`src/rtl/alu_exec_unit.sv`:
```
// alu_exec_unit: PC+4 incrementer, branch-target adder, and main ALU with an EX/MEM result register.
// Define ALU_OVERFLOW_EN to enable signed-overflow detection on ADD/SUB.
module alu_exec_unit (
  input  logic        clk,
  input  logic        rst_n,
  input  logic [31:0] pc,
  output logic [31:0] pc_plus4,
  input  logic [31:0] br_base,
  input  logic [31:0] br_imm,
  output logic [31:0] br_target,
  input  logic [31:0] src_a,
  input  logic [31:0] src_b,
  input  logic [4:0]  shamt,
  input  logic [3:0]  alu_op,
  input  logic        alu_en,
  output logic [31:0] alu_out,
  output logic        zero,
  output logic        overflow,
  output logic [31:0] alu_out_q,
  output logic        zero_q,
  output logic        overflow_q
);
  logic [31:0] w_sum;
  logic [31:0] w_diff;
  logic [31:0] r_out;
  logic        r_zero;
  assign pc_plus4  = pc + 32'd4;
  assign br_target = br_base + (br_imm << 2);
  assign w_sum     = src_a + src_b;
  assign w_diff    = src_a - src_b;
  always_comb begin
    alu_out = 32'd0;
    case (alu_op)
      4'b0000: alu_out = src_a & src_b;
      4'b0001: alu_out = src_a | src_b;
      4'b0010: alu_out = w_sum;
      4'b0011: alu_out = src_a ^ src_b;
      4'b0100: alu_out = src_b << shamt;
      4'b0101: alu_out = src_b >> shamt;
      4'b0110: alu_out = w_diff;
      4'b0111: alu_out = {31'd0, $signed(src_a) < $signed(src_b)};
      4'b1000: alu_out = $signed(src_b) >>> shamt;
      4'b1001: alu_out = {31'd0, src_a < src_b};
      4'b1010: alu_out = {src_b[15:0], 16'd0};
      4'b1100: alu_out = ~(src_a | src_b);
      default: alu_out = 32'd0;
    endcase
  end
  assign zero = (alu_out == 32'd0);
  always_ff @(posedge clk or negedge rst_n) begin
    if (!rst_n) begin
      r_out  <= 32'd0;
      r_zero <= 1'b1;
    end else if (alu_en) begin
      r_out  <= alu_out;
      r_zero <= zero;
    end
  end
  assign alu_out_q = r_out;
  assign zero_q    = r_zero;
`ifdef ALU_OVERFLOW_EN
  logic r_ov;
  // Overflow when operand signs (b inverted for SUB) agree but the result sign differs.
  assign overflow = (alu_op == 4'b0010) ? (src_a[31] == src_b[31]) && (w_sum[31] != src_a[31]) :
                    (alu_op == 4'b0110) ? (src_a[31] != src_b[31]) && (w_diff[31] != src_a[31]) : 1'b0;
  always_ff @(posedge clk or negedge rst_n) begin
    if (!rst_n) r_ov <= 1'b0;
    else if (alu_en) r_ov <= overflow;
  end
  assign overflow_q = r_ov;
`else
  assign overflow   = 1'b0;
  assign overflow_q = 1'b0;
`endif
endmodule

```
`config.mk`:
```
export PLATFORM = sky130hd
export DESIGN_NAME = alu_exec_unit
export DESIGN_NICKNAME = d
export VERILOG_FILES = /design/src/rtl/alu_exec_unit.sv
export SDC_FILE = /design/constraint.sdc
export NUM_CORES = 1
export LEC_CHECK = 0
export BUFFER_PORTS_ARGS = -buffer_cell sky130_fd_sc_hd__buf_2
export CAP_MARGIN = 0
export CORE_ASPECT_RATIO = 1.4
export CORE_MARGIN = 4
export CORE_UTILIZATION = 30
export CTS_BUF_LIST = sky130_fd_sc_hd__clkbuf_4 sky130_fd_sc_hd__clkbuf_8 sky130_fd_sc_hd__clkbuf_16
export DETAILED_ROUTE_END_ITERATION = 12
export GPL_ROUTABILITY_DRIVEN = 0
export PLACE_DENSITY = 0.46
export SYNTH_ARGS = -nofsm -noshare
export SYNTH_HDL_FRONTEND = slang
export SYNTH_SLANG_ARGS = --single-unit
```
`constraint.sdc`:
```
create_clock -name clk -period 8.15 [get_ports clk]
set_input_delay 1.63 -clock clk [delete_from_list [all_inputs] [get_ports clk]]
set_output_delay 1.63 -clock clk [all_outputs]
set_load 0.05 [all_outputs]
```
After elaboration in Yosys (flattened, before gate mapping)
Index checks and enable logic that the tools add are counted.
{"block": "totals", "register_bits": 33, "in_bits": 172, "output_inout_bits": 132, "wordCells": 29}
{"block": "classes", "addsub": 4, "order_cmp": 2, "n_eq_ne": 11, "shift": 3, "muxes": 1, "bitwise_logic": 4, "n_reduce_logical": 2}
{"cell": "32-bit one-hot mux with 12 select lines", "count": 1}
{"cell": "32-bit adder", "count": 2}
{"cell": "32-bit < comparator", "count": 2}
{"cell": "32-bit by 3-bit adder with 32-bit output, second input constant", "count": 1}
{"cell": "32-bit AND", "count": 1}
{"cell": "32-bit logical NOT", "count": 1}
{"cell": "32-bit NOT", "count": 1}
{"cell": "32-bit bitwise OR", "count": 1}
{"cell": "32-bit by 5-bit left shift with 32-bit output", "count": 1}
{"cell": "32-bit by 5-bit right shift with 32-bit output", "count": 1}
{"cell": "32-bit by 5-bit >>> shifter with 32-bit output", "count": 1}
{"cell": "32-bit subtractor", "count": 1}
{"cell": "32-bit XOR", "count": 1}
{"cell": "4-bit by 3-bit == test with 1-bit output, second input constant", "count": 4}
{"cell": "4-bit == test, second input constant", "count": 4}
{"cell": "4-bit by 2-bit == test with 1-bit output, second input constant", "count": 2}
{"cell": "4-bit by 1-bit == test with 1-bit output, second input constant", "count": 1}
{"cell": "4-bit logical NOT", "count": 1}

Depth between registers and ports, before layout
Gate-level depths: netlist of run 1.
{"block": "logic_depth", "depth_word": 4, "ltp_mapped": 17}

Worst setup path before layout of run 1
No wires, ideal clock.
{"block": "synth_timing", "path_kind": "input-to-output", "from": "in src_b[4]", "to": "out zero", "arrival_ns": 5.998, "required_time_ns": 6.520, "path_slack_ns": 0.522, "cell_stages": 14, "path_cell_list": "clkbuf_1 -> inv_1 -> ha_1 -> nor2_1 -> a2111oi_1 -> nor3_1 -> o211ai_1 -> a31oi_1 -> mux2_1 -> a211oi_1 -> o21ai_0 -> or4_4 -> nor4_4 -> and3_1"}
{"element": "from (decl)", "line": "12", "text": "input logic [31:0] src_b,"}
{"element": "32-bit subtractor, or another cell as far along", "line": "30", "text": "assign w_diff = src_a - src_b;"}
{"element": "32-bit one-hot mux with 12 select lines (*)", "line": "33", "text": "case (alu_op)"}
{"element": "via alu_out[28]", "line": "16", "text": "output logic [31:0] alu_out,"}
{"element": "32-bit logical NOT (*)", "line": "49", "text": "assign zero = (alu_out == 32'd0);"}
{"element": "to (decl)", "line": "17", "text": "output logic zero,"}
Mark *: on every way through the listed nets, which the timed path passes. The rest lies on a longest branch.

Worst setup path in the final report of run 1
{"block": "layout_timing", "from": "in shamt[1]", "to": "out zero"}
{"block": "layout_via", "elab_chain_cells": 3}
{"element": "from (decl)", "line": "13", "text": "input logic [4:0] shamt,"}
{"element": "32-bit by 5-bit >>> shifter with 32-bit output, or another cell as far along", "line": "42", "text": "4'b1000: alu_out = $signed(src_b) >>> shamt;"}
{"element": "32-bit one-hot mux with 12 select lines (*)", "line": "33"}
{"element": "32-bit logical NOT (*)", "line": "49"}
Every way passes the cells marked *; elsewhere a longest branch is shown, timed or not.

==> results of run 1 <==
-- cell type report --
type                       count  area, um2  area share [%]
multi-input combinational   1742      12500            72.9
timing repair buffer         415       2420            14.1
sequential                    33        827            4.81
tap                          630        788            4.58
inverter                     128        480            2.79
clock buffer                   6        133           0.771
clock inverter                 2       10.0          0.0582
antenna                        1       2.50          0.0145
-- power by group --
part	switching (mW)	internal, mW
clock network	0.0714	0.115
logic	1.09	0.473
registers	0.0123	0.188
total	1.17	0.776
-- registers in the layout, indices dropped and copies added (netlist names) --
register,flops
zero_q,1
alu_out_q,32
-- cells by family (layout without fill, tap and decap cells) --
logic type      Yosys count  after routing  synth area share (%)
compound gates          668            668                  31.0
flops                    33             33                  5.66
fa+ha+maj               132            132                  11.5
xor+xnor                 71             71                  4.26
other cells               1              3                0.0257
buf+inv                 301            551                  8.60
simple gates            704            704                  23.5
mux                     165            165                  15.4
-- worst max path at each step --
stage | end | slack [ns]
6_report | zero | 0.21
5_1_grt | zero | 0.08
4_1_cts | zero | 0.33
3_5_place_dp | zero | 0.35
3_3_place_gp | zero | 0.33
2_1_floorplan | zero | 0.52
-- metal layers --
layer | global-route usage (%) | share of wire [%] | vias to the layer above
met5 | 0 | 0.015 | -
met4 | 22.0 | 9.2 | 2
met3 | 4.86 | 8.1 | 355
met2 | 50.3 | 46 | 1130
met1 | 33.1 | 36 | 8882
li1 | - | - | 8227
-- stage by stage --
stage          hold slack [ns]  area [um2]
2_1_floorplan            0.667       14600
3_3_place_gp             0.483       17100
3_5_place_dp             0.491       17100
4_1_cts                  0.504       17200
5_1_grt                  0.520       17200
6_report                 0.498       17200
-- cell usage after synthesis (9+ instances only) --
library cell / count / share of area (%)
o31ai_1: 24 / 1.2
and3_1: 9 / 0.39
nand2b_1: 22 / 0.94
inv_1: 123 / 3.2
nand3_1: 64 / 2.2
dfrtp_1: 32 / 5.5
buf_4: 11 / 0.57
clkbuf_1: 112 / 2.9
nor3b_1: 9 / 0.46
and2_1: 16 / 0.69
ha_1: 129 / 11
a211o_1: 17 / 1.0
a21oi_1: 154 / 5.3
nor4_1: 26 / 1.1
nand2_1: 146 / 3.8
nor2_1: 233 / 6.0
or3_1: 14 / 0.60
a21o_1: 30 / 1.5
buf_1: 13 / 0.33
o211ai_1: 36 / 1.9
a211oi_1: 29 / 1.5
nor3_1: 54 / 1.9
o21ai_0: 114 / 3.9
o21bai_1: 14 / 0.72
o31a_1: 10 / 0.60
mux2i_1: 72 / 4.9
nor2b_1: 32 / 1.4
a2111oi_0: 12 / 0.72
nand4_1: 25 / 1.1
xnor2_1: 52 / 3.1
a22oi_1: 38 / 2.0
a31oi_1: 25 / 1.1
or2_2: 13 / 0.56
xor2_1: 19 / 1.1
o21a_1: 17 / 0.87
o221ai_1: 11 / 0.66
o22ai_1: 26 / 1.1
mux4_2: 43 / 6.6
mux2_2: 49 / 3.8
a22o_1: 12 / 0.72
a221oi_1: 13 / 0.78
buf_2: 31 / 1.1
==> run summary, run 1 <==
The minimum clock period after layout is 7.94 ns. The number of filler instances in the final layout came out at 5293. The startpoint identified for the worst hold timing path is alu_out_q[7]. Setup repair after global routing left no endpoint under its margin.

The largest single stage delay on the critical path is 0.83 ns. Summing over every cut layer, the via total after detailed routing is 18600. The number of synthesized flops with an enable pin came out at 0. The pre-CTS setup slack came out at 0.347 ns. For this design the ratio of total power to cell area is 113 nW/um2. The number of stages on the worst setup path is 16.

The starting density of the core came out at 30.3%. The worst-case clock buffer depth is 2. The number of sinks on the clock net came out at 33. Cells with a size suffix above 1 make up 23.8% of the layout. The full die area came out at 52300 um2. The highest ir drop seen on vdd is 0.0791 mV. In this run the horizontal extent of the chip is 194 um. The detail-routed via count per cell is 6.29.

The number of buffers and inverters on the critical path is 6. The total routed wirelength came out at 82.1 mm. The average routed wire per standard cell is 27.8 um. Leaving out filler cells and counting taps, the final layout contains 2957.

The number of storage elements in the synthesis netlist is 33. The wire length of the first global-routing pass came out at 119 mm. The clock tree synthesis step divided the H-tree into 2 levels. The signal on the critical path passes through buf_4 -> buf_12 -> buf_4 -> mux2_2 -> a21oi_1 -> o2111ai_1 -> a2111oi_0 -> buf_4 -> o211a_1 -> nand4_1 -> nor4_1 -> buf_4 -> nand4b_1 -> nor4_4 -> and3_1 -> buf_2. In this run the worst hold path is classified as reg2reg.

The tree is rooted in a clkbuf_16. The number of nets at the end of the flow is 2629. The number of distinct standard cells referenced by the synthesized netlist is 93. The worst setup path is launched from a primary input. The category of the critical setup timing path is in2out. The remaining routing DRC violations came out at 0. The setup violation total in the final timing report came out at 0. The post-synth design cell area came out at 14600 um2.

The slew of the pin with the lowest slew margin is 1.23 ns. The maximum operating frequency is 126 MHz. The tool flagged a number of max-cap violations equal to 0.

The destination of the worst hold path is alu_out_q[7]. For the worst-skew pair, the clock arrives at the later sink with an insertion delay of 0.28 ns. Counting instances, the worst hold path has a depth of 2. Entering global routing, the biggest net connects 47 pins. In this run the worst path has a maximum fanout of 40. The arrival time of data at the critical path endpoint came out at 6.31 ns. The utilization of the core after routing is 35.7%. The worst-case clock skew is 0 ns. The share of synthesized registers carrying an async set or reset is 100%. The placed cell count is 2948.

The area growth from synthesis to layout is 17.8%. The startpoint identified for the worst register-to-register timing path is alu_out_q[22]. Broken down by cell family, the worst path's largest delay share belongs to buffers and inverters. The total grt overflow came out at 0. The first detailed-routing pass took 6 iterations.

The sequential fraction of the synthesis area came out at 5.66%. The cell that appears most often on the critical path is buf_4. Summing internal, switching and leakage power gives 1.95 mW. The count of warnings emitted by yosys came out at 0.

The global router's overall resource usage is 29.4%. STA classifies the critical path endpoint as a primary output. The number of pins with negative max-slew slack in the final report came out at 0. The most critical setup path has its startpoint at shamt[1]. The total negative slack came out at 0 ns. The worst reg2reg path depth came out at 1.

The count of input and output buffers came out at 291. The worst endpoint required time is 6.52 ns. Detailed placement finished with a half-perimeter wire length of 66.0 mm. The CTS tree is done. The y dimension of the die is 269 um. Once the clock tree was built, the resizer swapped 0 gates to a different size. The final worst-path cycle share is 97.5%. After floorplanning, the core was sized to cover 48100 um2.

The worst register-to-register path ends at alu_out_q[22]. For this design, the slowest cell found on the critical path is a2111oi_0. In the layout the commonest cells are buf_2 (287), nor2_1 (233), a21oi_1 (154). The clock-pin slew of the registers on the worst-case setup and hold paths came out at 0.05 ns. The count of final hold-check violations came to 0.

The number of cell rows is 95. The flow ran to the end, and the final reports show no timing, DRC or antenna violations. The normalized max-slew margin came out at 17.7%. The number of DRC markers in iteration 0 is 1924. The count of nets left with antenna violations after detail routing is 0. During I/O placement, the number of pins put on the boundary was 304. The leakage power of the design is 7.62 nW.

The most used flip-flop cell after synthesis is dfrtp_1. The worst reg-to-reg setup slack came out at 7.39 ns. The synthesized area divided by synthesized cell count is 7.04 um2. The final critical-path setup slack came out at 0.207 ns. The instance count of the mapped netlist came out at 2075. In this run, CTS created clock tree buffers numbering 5. The number of setup buffers added after CTS came out at 0. The number of hold buffers added after cts is 0.

The number of global-route vias before repair was 18200. The most common cell after layout, fill and taps aside is buf_2. The initial antenna violation count is 1.
Note: power is estimated with default switching activity, not from simulation.
==> inputs of run 2 (changes only) <==
--- a/config.mk
+++ b/config.mk
@@ -5,6 +5,7 @@
 export SDC_FILE = /design/constraint.sdc
 export NUM_CORES = 1
 export LEC_CHECK = 0
+export ABC_AREA = 1
 export BUFFER_PORTS_ARGS = -buffer_cell sky130_fd_sc_hd__buf_2
 export CAP_MARGIN = 0
 export CORE_ASPECT_RATIO = 1.4
==> run 2 against run 1 <==
  * Clock power barely moved
  * Setup slack improved by 1.2 ns
  * Via count rose by 3.6%
  * Sequential cell count did not move
  * Core utilization fell by 1.2 points
==> run summary, run 2 <==
The cell taking the most area after synthesis was nand2_1 (was ha_1). The normalized max-slew margin is 20.4% (was 17.7%). The number of DRC markers in iteration 0 is 1515 (was 1924). The number of synthesized flops with an enable pin came to 0 (unchanged).

The cell type with the highest occurrence count on the critical path is nand2_1 (was buf_4). The average routed wire per standard cell is 19.9 um (was 27.8 um). The total clock buffers created by CTS came to 5 (unchanged). The category of the critical setup timing path was in2out (unchanged).

Unrepaired setup endpoints after global routing: false (unchanged). The deepest level of the CTS H-tree was 2 (unchanged). The max-cap check violation count is 0 (unchanged).

The share of synthesized registers carrying an async set or reset is 100% (unchanged). The count of final hold-check violations is 0 (unchanged). The count of nets left with antenna violations after detail routing is 0 (unchanged). The post-route worst hold slack was 0.471 ns (was 0.498 ns). The area of the core is 46900 um2 (was 48100 um2). The y dimension of the die is 265 um (was 269 um). The initial antenna violation count came out at 1 (unchanged).

The worst-case clock buffer depth came to 2 (unchanged). The minimum clock period after layout came out at 6.76 ns (was 7.94 ns). The placed cell area came to 16100 um2 (was 17100 um2).

The number of cells on the worst hold path came out at 2 (unchanged). The startpoint type of the worst setup path is a primary input (unchanged). The total grt overflow is 0 (unchanged). The total negative slack was 0 ns (unchanged). The register cell area after layout was 827 um2 (unchanged). The number of flip-flops under the largest register name is 32 (unchanged).

The slew of the pin with the lowest slew margin was 1.19 ns (was 1.23 ns). The biggest cell delay along the critical path came out at 0.43 ns (was 0.83 ns). The worst reg2reg path depth is 2 (was 1).

The total routed wirelength is 72.7 mm (was 82.1 mm). The number of distinct standard cells referenced by the synthesized netlist came out at 48 (was 93). The worst reg-to-reg setup slack came out at 7.40 ns (was 7.39 ns). The class of the tightest hold or removal check is reg2reg (unchanged).

The worst endpoint required time is 6.52 ns (about the same). The instance count of the mapped netlist is 2819 (was 2075). Commonest cells after routing, fill and taps aside: nand2_1 (959), nand3_1 (486), inv_1 (399) (was buf_2 (287), nor2_1 (233), a21oi_1 (154)). The leakage power of the design came to 9.51 nW (was 7.62 nW). Top cells by count, synth: nand2_1 (959), nand3_1 (486), inv_1 (400) (was nor2_1 (233), a21oi_1 (154), nand2_1 (146)). The destination of the worst hold path is zero_q (was alu_out_q[7]). The number of hold buffers added after cts came out at 0 (unchanged). The count of input and output buffers came out at 291 (unchanged).

The sequential fraction of the synthesis area is 5.82% (was 5.66%). The most common flop cell mapped by yosys is dfrtp_1 (unchanged). The startpoint of the tightest hold check path is zero_q (was alu_out_q[7]).

The cell area power density came out at 108 nW/um2 (was 113 nW/um2). The final worst-path cycle share is 82.9% (was 97.5%). The count of warnings emitted by yosys is 0 (unchanged). The worst reg2reg path startpoint is zero_q (was alu_out_q[22]). The maximum number of pins on one net before global-route repair is 69 (was 47). The number of nets at the end of the flow came out at 3332 (was 2629). The clock root buffer was clkbuf_16 (unchanged). The multi-input logic area is 11300 um2 (was 12500 um2). The number of setup buffers added after CTS was 0 (unchanged). The endpoint of the lowest-slack register-to-register path is zero_q (was alu_out_q[22]). The most common cell after layout, fill and taps aside is nand2_1 (was buf_2). The power after layout came out at 1.75 mW (was 1.95 mW). The wire length of the first global-routing pass came out at 106 mm (was 119 mm). The area growth from synthesis to layout came out at 14.0% (was 17.8%). The detail-routed via count per cell is 5.28 (was 6.29). The proportion of layout cells with a drive suffix above 1 is 11.3% (was 23.8%).

The highest ir drop seen on vdd came out at 0.0907 mV (was 0.0791 mV). The number of search-and-repair iterations in the first detailed-routing pass came out at 6 (unchanged). The synthesized area divided by synthesized cell count is 5.04 um2 (was 7.04 um2). The clock network latency to the later pin of the worst-skew pair was 0.28 ns (about the same). The number of storage elements in the synthesis netlist came out at 33 (unchanged). The number of cell rows came out at 94 (was 95).

Cells along the critical path: buf_2 -> ha_1 -> inv_1 -> fa_1 -> o21ai_1 -> nand2_1 -> nand2_1 -> nand2_1 -> nand3_1 -> nand2_1 -> nor2_1 -> nand2_1 -> nor2_1 -> nand2_1 -> nor2_1 -> nand2_1 -> nor2_1 -> and3_1 -> buf_2 (was buf_4 -> buf_12 -> buf_4 -> mux2_2 -> a21oi_1 -> o2111ai_1 -> a2111oi_0 -> buf_4 -> o211a_1 -> nand4_1 -> nor4_1 -> buf_4 -> nand4b_1 -> nor4_4 -> and3_1 -> buf_2). The maximum operating frequency came out at 148 MHz (was 126 MHz). The number of filler instances in the final layout came out at 5499 (was 5293).

The worst-case clock skew came out at 0 ns (unchanged). Result of the run: finished clean (unchanged). The count of pins on the block boundary is 304 (unchanged). The arrival time of data at the critical path endpoint is 5.13 ns (was 6.31 ns).

Cell types occupying the most area after synthesis: nand2_1 (25%), nand3_1 (17%), ha_1 (11%) (was ha_1 (11%), mux4_2 (6.6%), nor2_1 (6.0%)). The fraction of synthesized cell area taken by the top area cell type is 25.3% (was 11.1%). The half-perimeter wire length after detailed placement came out at 61.7 mm (was 66.0 mm). The remaining routing DRC violations came out at 0 (unchanged). The post-synth design cell area came out at 14200 um2 (was 14600 um2).

The cell area after layout is 16200 um2 (was 17200 um2). The setup violation total in the final timing report is 0 (unchanged). The number of sinks on the clock net is 33 (unchanged). The clock-pin slew of the registers on the worst-case setup and hold paths came to 0.06 ns (was 0.05 ns).

The library cell contributing the largest single delay on the critical path is fa_1 (was a2111oi_0). The total of cells resized after clock tree synthesis is 0 (unchanged). The biggest fanout along the worst timing path is 6 (was 40). The critical path capture point type is a primary output (unchanged).

The starting density of the core is 30.3% (about the same). The most frequent cell after synthesis was nand2_1 (was nor2_1). The number of pins with negative max-slew slack in the final report is 0 (unchanged). The global router's overall resource usage came to 27.1% (was 29.4%). The antenna cell count was 0 (was 1).

The launching instance or port of the critical path is src_b[0] (was shamt[1]). The full die area came to 50900 um2 (was 52300 um2). The CTS tree is done (unchanged). The die extent in x is 192 um (was 194 um). The total vias in the final route came out at 19300 (was 18600). The number of global-route vias before repair is 18700 (was 18200).
==> run 2: final cells by class <==
cell class | instances | area share, %
flip-flops and latches | 33 | 5.11
clock inverters | 2 | 0.0618
inverters | 414 | 9.59
clock buffers | 6 | 0.819
multi-input cells | 2264 | 69.6
well taps | 624 | 4.82
repair buffers | 310 | 9.95
==> run 2: critical path: cells and delay by family <==
family / cells / cell delay [ns]
AO/OA/AOI/OAI: 1 / 0.34
adder cells (fa/ha/maj): 2 / 0.66
buffers and inverters: 3 / 0.52
AND/OR/NAND/NOR: 13 / 1.95
==> run 2: cell families (layout without fill, tap and decap cells) <==
group           Yosys count  after routing  synth area share (%)
other cells               1              2                0.0264
simple gates           1836           1836                  54.6
fa+ha+maj               132            132                  11.8
xor+xnor                 56             56                  3.45
compound gates          238            238                  9.52
buf+inv                 523            732                  14.8
flops                    33             33                  5.82
==> run 2: worst max-delay path by stage <==
stage	slack, ns	depth (start not counted)	endpoint
2_1_floorplan	2.27	17	zero
3_3_place_gp	1.36	19	zero
3_5_place_dp	1.38	19	zero
4_1_cts	1.35	19	zero
5_1_grt	1.09	18	zero
6_report	1.39	19	zero
==> run 2: stage by stage <==
step | utilization, % | setup slack, ns | instances
6_report | 34.5 | 1.39 | 3653
4_1_cts | 34.5 | 1.35 | 3653
3_3_place_gp | 34.2 | 1.36 | 3645
3_5_place_dp | 34.2 | 1.38 | 3645
2_1_floorplan | - | 2.27 | 2820
5_1_grt | 34.5 | 1.09 | 3653
==> run 2: power by group <==
part,switching (mW),internal [mW]
Combinational,1.02,0.339
Sequential,0.0116,0.186
Clock,0.0715,0.115
==> run 2: metal layers <==
layer	part of all wire, %	global-route usage [%]	vias up
li1	-	-	9410
met1	35	28.8	8733
met2	49	49.3	868
met3	6.0	2.14	260
met4	9.3	19.9	2
met5	0.018	0	-
==> inputs of run 3 (changes only) <==
--- a/config.mk
+++ b/config.mk
@@ -14,7 +14,7 @@
 export CTS_BUF_LIST = sky130_fd_sc_hd__clkbuf_4 sky130_fd_sc_hd__clkbuf_8 sky130_fd_sc_hd__clkbuf_16
 export DETAILED_ROUTE_END_ITERATION = 12
 export GPL_ROUTABILITY_DRIVEN = 0
-export PLACE_DENSITY = 0.46
+export PLACE_DENSITY = 0.48
 export SYNTH_ARGS = -nofsm -noshare
 export SYNTH_HDL_FRONTEND = slang
 export SYNTH_SLANG_ARGS = --single-unit
==> constraint.sdc (replaced) <==
create_clock -name clk -period 6.1 [get_ports clk]
set_input_delay 1.22 -clock clk [delete_from_list [all_inputs] [get_ports clk]]
set_output_delay 1.22 -clock clk [all_outputs]
set_load 0.05 [all_outputs]
==> run 3 against run 2 <==
  * Register-to-register slack got worse by 2.1 ns
  * First-iteration DRC count rose by 0.26%
  * Critical path type unchanged
  * Largest cell class unchanged
  * Setup slack got worse by 1.0 ns
  * Cell area increased by 1.7%
==> run summary, run 3 (synthesis results as in run 2) <==
The minimum clock period after layout is 5.74 ns. The total vias in the final route is 19300 (about the same). The cell type with the highest occurrence count on the critical path is nand2_1 (unchanged). The number of flip-flops under the largest register name came out at 32 (unchanged). The biggest cell delay along the critical path came to 0.43 ns (about the same).

The count of final hold-check violations is 0 (unchanged). The number of DRC markers in iteration 0 is 1519 (was 1515). The normalized max-slew margin is 23.2% (was 20.4%).

The slew of the pin with the lowest slew margin came to 1.15 ns (was 1.19 ns). The class of the tightest hold or removal check is reg2reg (unchanged). The total negative slack came out at 0 ns (unchanged). The number of buffers and inverters on the critical path came out at 3 (unchanged). The worst-case clock buffer depth is 2 (unchanged). The full die area came out at 50900 um2 (unchanged). The library cell contributing the largest single delay on the critical path was fa_1 (unchanged).

The cell area power density came to 144 nW/um2 (was 108 nW/um2). The average routed wire per standard cell came out at 19.7 um (was 19.9 um). The startpoint type of the worst setup path is a primary input (unchanged). The number of pins with negative max-slew slack in the final report was 0 (unchanged).

The number of setup buffers added after CTS is 0 (unchanged). The half-perimeter wire length after detailed placement came out at 62.4 mm (was 61.7 mm). Cells along the critical path: buf_2 -> ha_1 -> inv_1 -> fa_1 -> o21ai_1 -> nand3_1 -> nand2_1 -> nand2_1 -> nand3_1 -> nand3b_1 -> nor2_1 -> nand2_1 -> nor2_1 -> nand2_1 -> nor2_1 -> and3_1 -> buf_2 (was buf_2 -> ha_1 -> inv_1 -> fa_1 -> o21ai_1 -> nand2_1 -> nand2_1 -> nand2_1 -> nand3_1 -> nand2_1 -> nor2_1 -> nand2_1 -> nor2_1 -> nand2_1 -> nor2_1 -> nand2_1 -> nor2_1 -> and3_1 -> buf_2). The total of cells resized after clock tree synthesis was 0 (unchanged). The number of search-and-repair iterations in the first detailed-routing pass came out at 6 (unchanged).

The category of the critical setup timing path was in2out (unchanged). The clock network latency to the later pin of the worst-skew pair is 0.27 ns (was 0.28 ns). The die extent in x is 192 um (unchanged). Commonest cells after routing, fill and taps aside: nand2_1 (959), nand3_1 (486), inv_1 (399) (unchanged). Result of the run: finished clean (unchanged). The antenna cell count came out at 0 (unchanged). The setup violation total in the final timing report came out at 0 (unchanged). The total clock buffers created by CTS came to 5 (unchanged).

The proportion of layout cells with a drive suffix above 1 is 12.1% (was 11.3%). The number of hold buffers added after cts is 0 (unchanged). The max-cap check violation count came to 0 (unchanged).

The biggest fanout along the worst timing path came to 6 (unchanged). The wire length of the first global-routing pass is 105 mm (was 106 mm). The arrival time of data at the critical path endpoint came to 4.52 ns (was 5.13 ns). The number of global-route vias before repair is 18400 (was 18700). The leakage power of the design is 9.67 nW (was 9.51 nW). The area growth from synthesis to layout is 16.0% (was 14.0%). The placed cell count came out at 3675 (was 3645). The maximum number of pins on one net before global-route repair is 69 (unchanged). The post-route non-filler standard cell count came out at 3683 (was 3653). The count of input and output buffers is 291 (unchanged). The area of the core was 46900 um2 (unchanged). The remaining routing DRC violations came to 0 (unchanged). The starting density of the core came to 30.3% (unchanged). The number of cell rows is 94 (unchanged). The final worst-path cycle share is 94.1%. Based on the critical path, the design can be clocked at up to 174 MHz. The most common cell after layout, fill and taps aside was nand2_1 (unchanged). The clock-pin slew of the registers on the worst-case setup and hold paths is 0.05 ns (was 0.06 ns). The count of nets left with antenna violations after detail routing came to 0 (unchanged). The deepest level of the CTS H-tree is 2 (unchanged). The number of nets at the end of the flow came to 3362 (was 3332). The CTS tree is done (unchanged). The total grt overflow came to 0 (unchanged).

The global router's overall resource usage came out at 26.7% (was 27.1%). The total routed wirelength is 72.7 mm (about the same). Unrepaired setup endpoints after global routing: false (unchanged). The detail-routed via count per cell is 5.23 (was 5.28).

The critical path capture point type is a primary output (unchanged). The highest ir drop seen on vdd is 0.108 mV (was 0.0907 mV). The initial antenna violation count came out at 0 (was 1). The number of sinks on the clock net is 33 (unchanged).

The worst endpoint required time came out at 4.88 ns (was 6.52 ns). The worst-case clock skew is 0 ns (unchanged). The clock root buffer is clkbuf_16 (unchanged). The count of pins on the block boundary came out at 304 (unchanged). The number of filler instances in the final layout came to 5448 (was 5499).

The family with the most delay on the worst path is simple AND/OR/NAND/NOR gates (unchanged). The y dimension of the die came to 265 um (unchanged).
-- run 3: final cells by class --
class	instances	area (um2)	area share, %
multi-input cells	2264	11300	68.5
repair buffers	340	1870	11.4
well taps	624	781	4.74
flip-flops and latches	33	827	5.02
inverters	414	1550	9.43
clock buffers	8	154	0.934
-- run 3: report_power, final --
| part | internal (mW) | switching [mW] | leakage [nW] |
|---|---|---|---|
| Combinational | 0.474 | 1.38 | 9.17 |
| Sequential | 0.249 | 0.0155 | 0.424 |
| Clock | 0.172 | 0.0888 | 0.0780 |
-- run 3: path summary, 6_finish.rpt --
kind	end	slack, ns	cells past startpoint	start
setup / recovery	zero	0.36	17	src_b[0]
hold / removal	alu_out_q[22]	0.47	2	alu_out_q[22]
setup reg to reg	zero_q	5.35	2	zero_q
hold reg to reg	alu_out_q[22]	0.47	2	alu_out_q[22]
max in group asynchronous	alu_out_q[13]	4.58	1	rst_n
min in group asynchronous	alu_out_q[25]	1.02	1	rst_n
-- run 3: per-stage QoR --
| step | hold slack (ns) | setup slack, ns | cell area, um2 | power [mW] | util [%] |
|---|---|---|---|---|---|
| after global placement | 0.456 | 0.379 | 16300 | 2.09 | 34.8 |
| after floorplan | 0.582 | 1.04 | 14200 | 1.52 | - |
| after detailed placement | 0.460 | 0.399 | 16300 | 2.09 | 34.8 |
| after CTS | 0.475 | 0.388 | 16500 | 2.36 | 35.1 |
| after global routing | 0.508 | 0.131 | 16500 | 2.53 | 35.1 |
| final | 0.471 | 0.360 | 16500 | 2.38 | 35.1 |
-- run 3: per-layer routing --
metal  up-vias  global-route usage [%]  share of wire, %
li1       9474                       -                 -
met1      8686                    28.5                36
met2       868                    48.3                49
met3       242                    2.01               6.1
met4         0                    20.6               9.5
met5         -                       0                 0
-- run 3: tightest hold or removal path: stages (launching register included) --
cell and delay (ns):
dfrtp_1 0.33, nand2_1 0.05, nand2_1 0.06
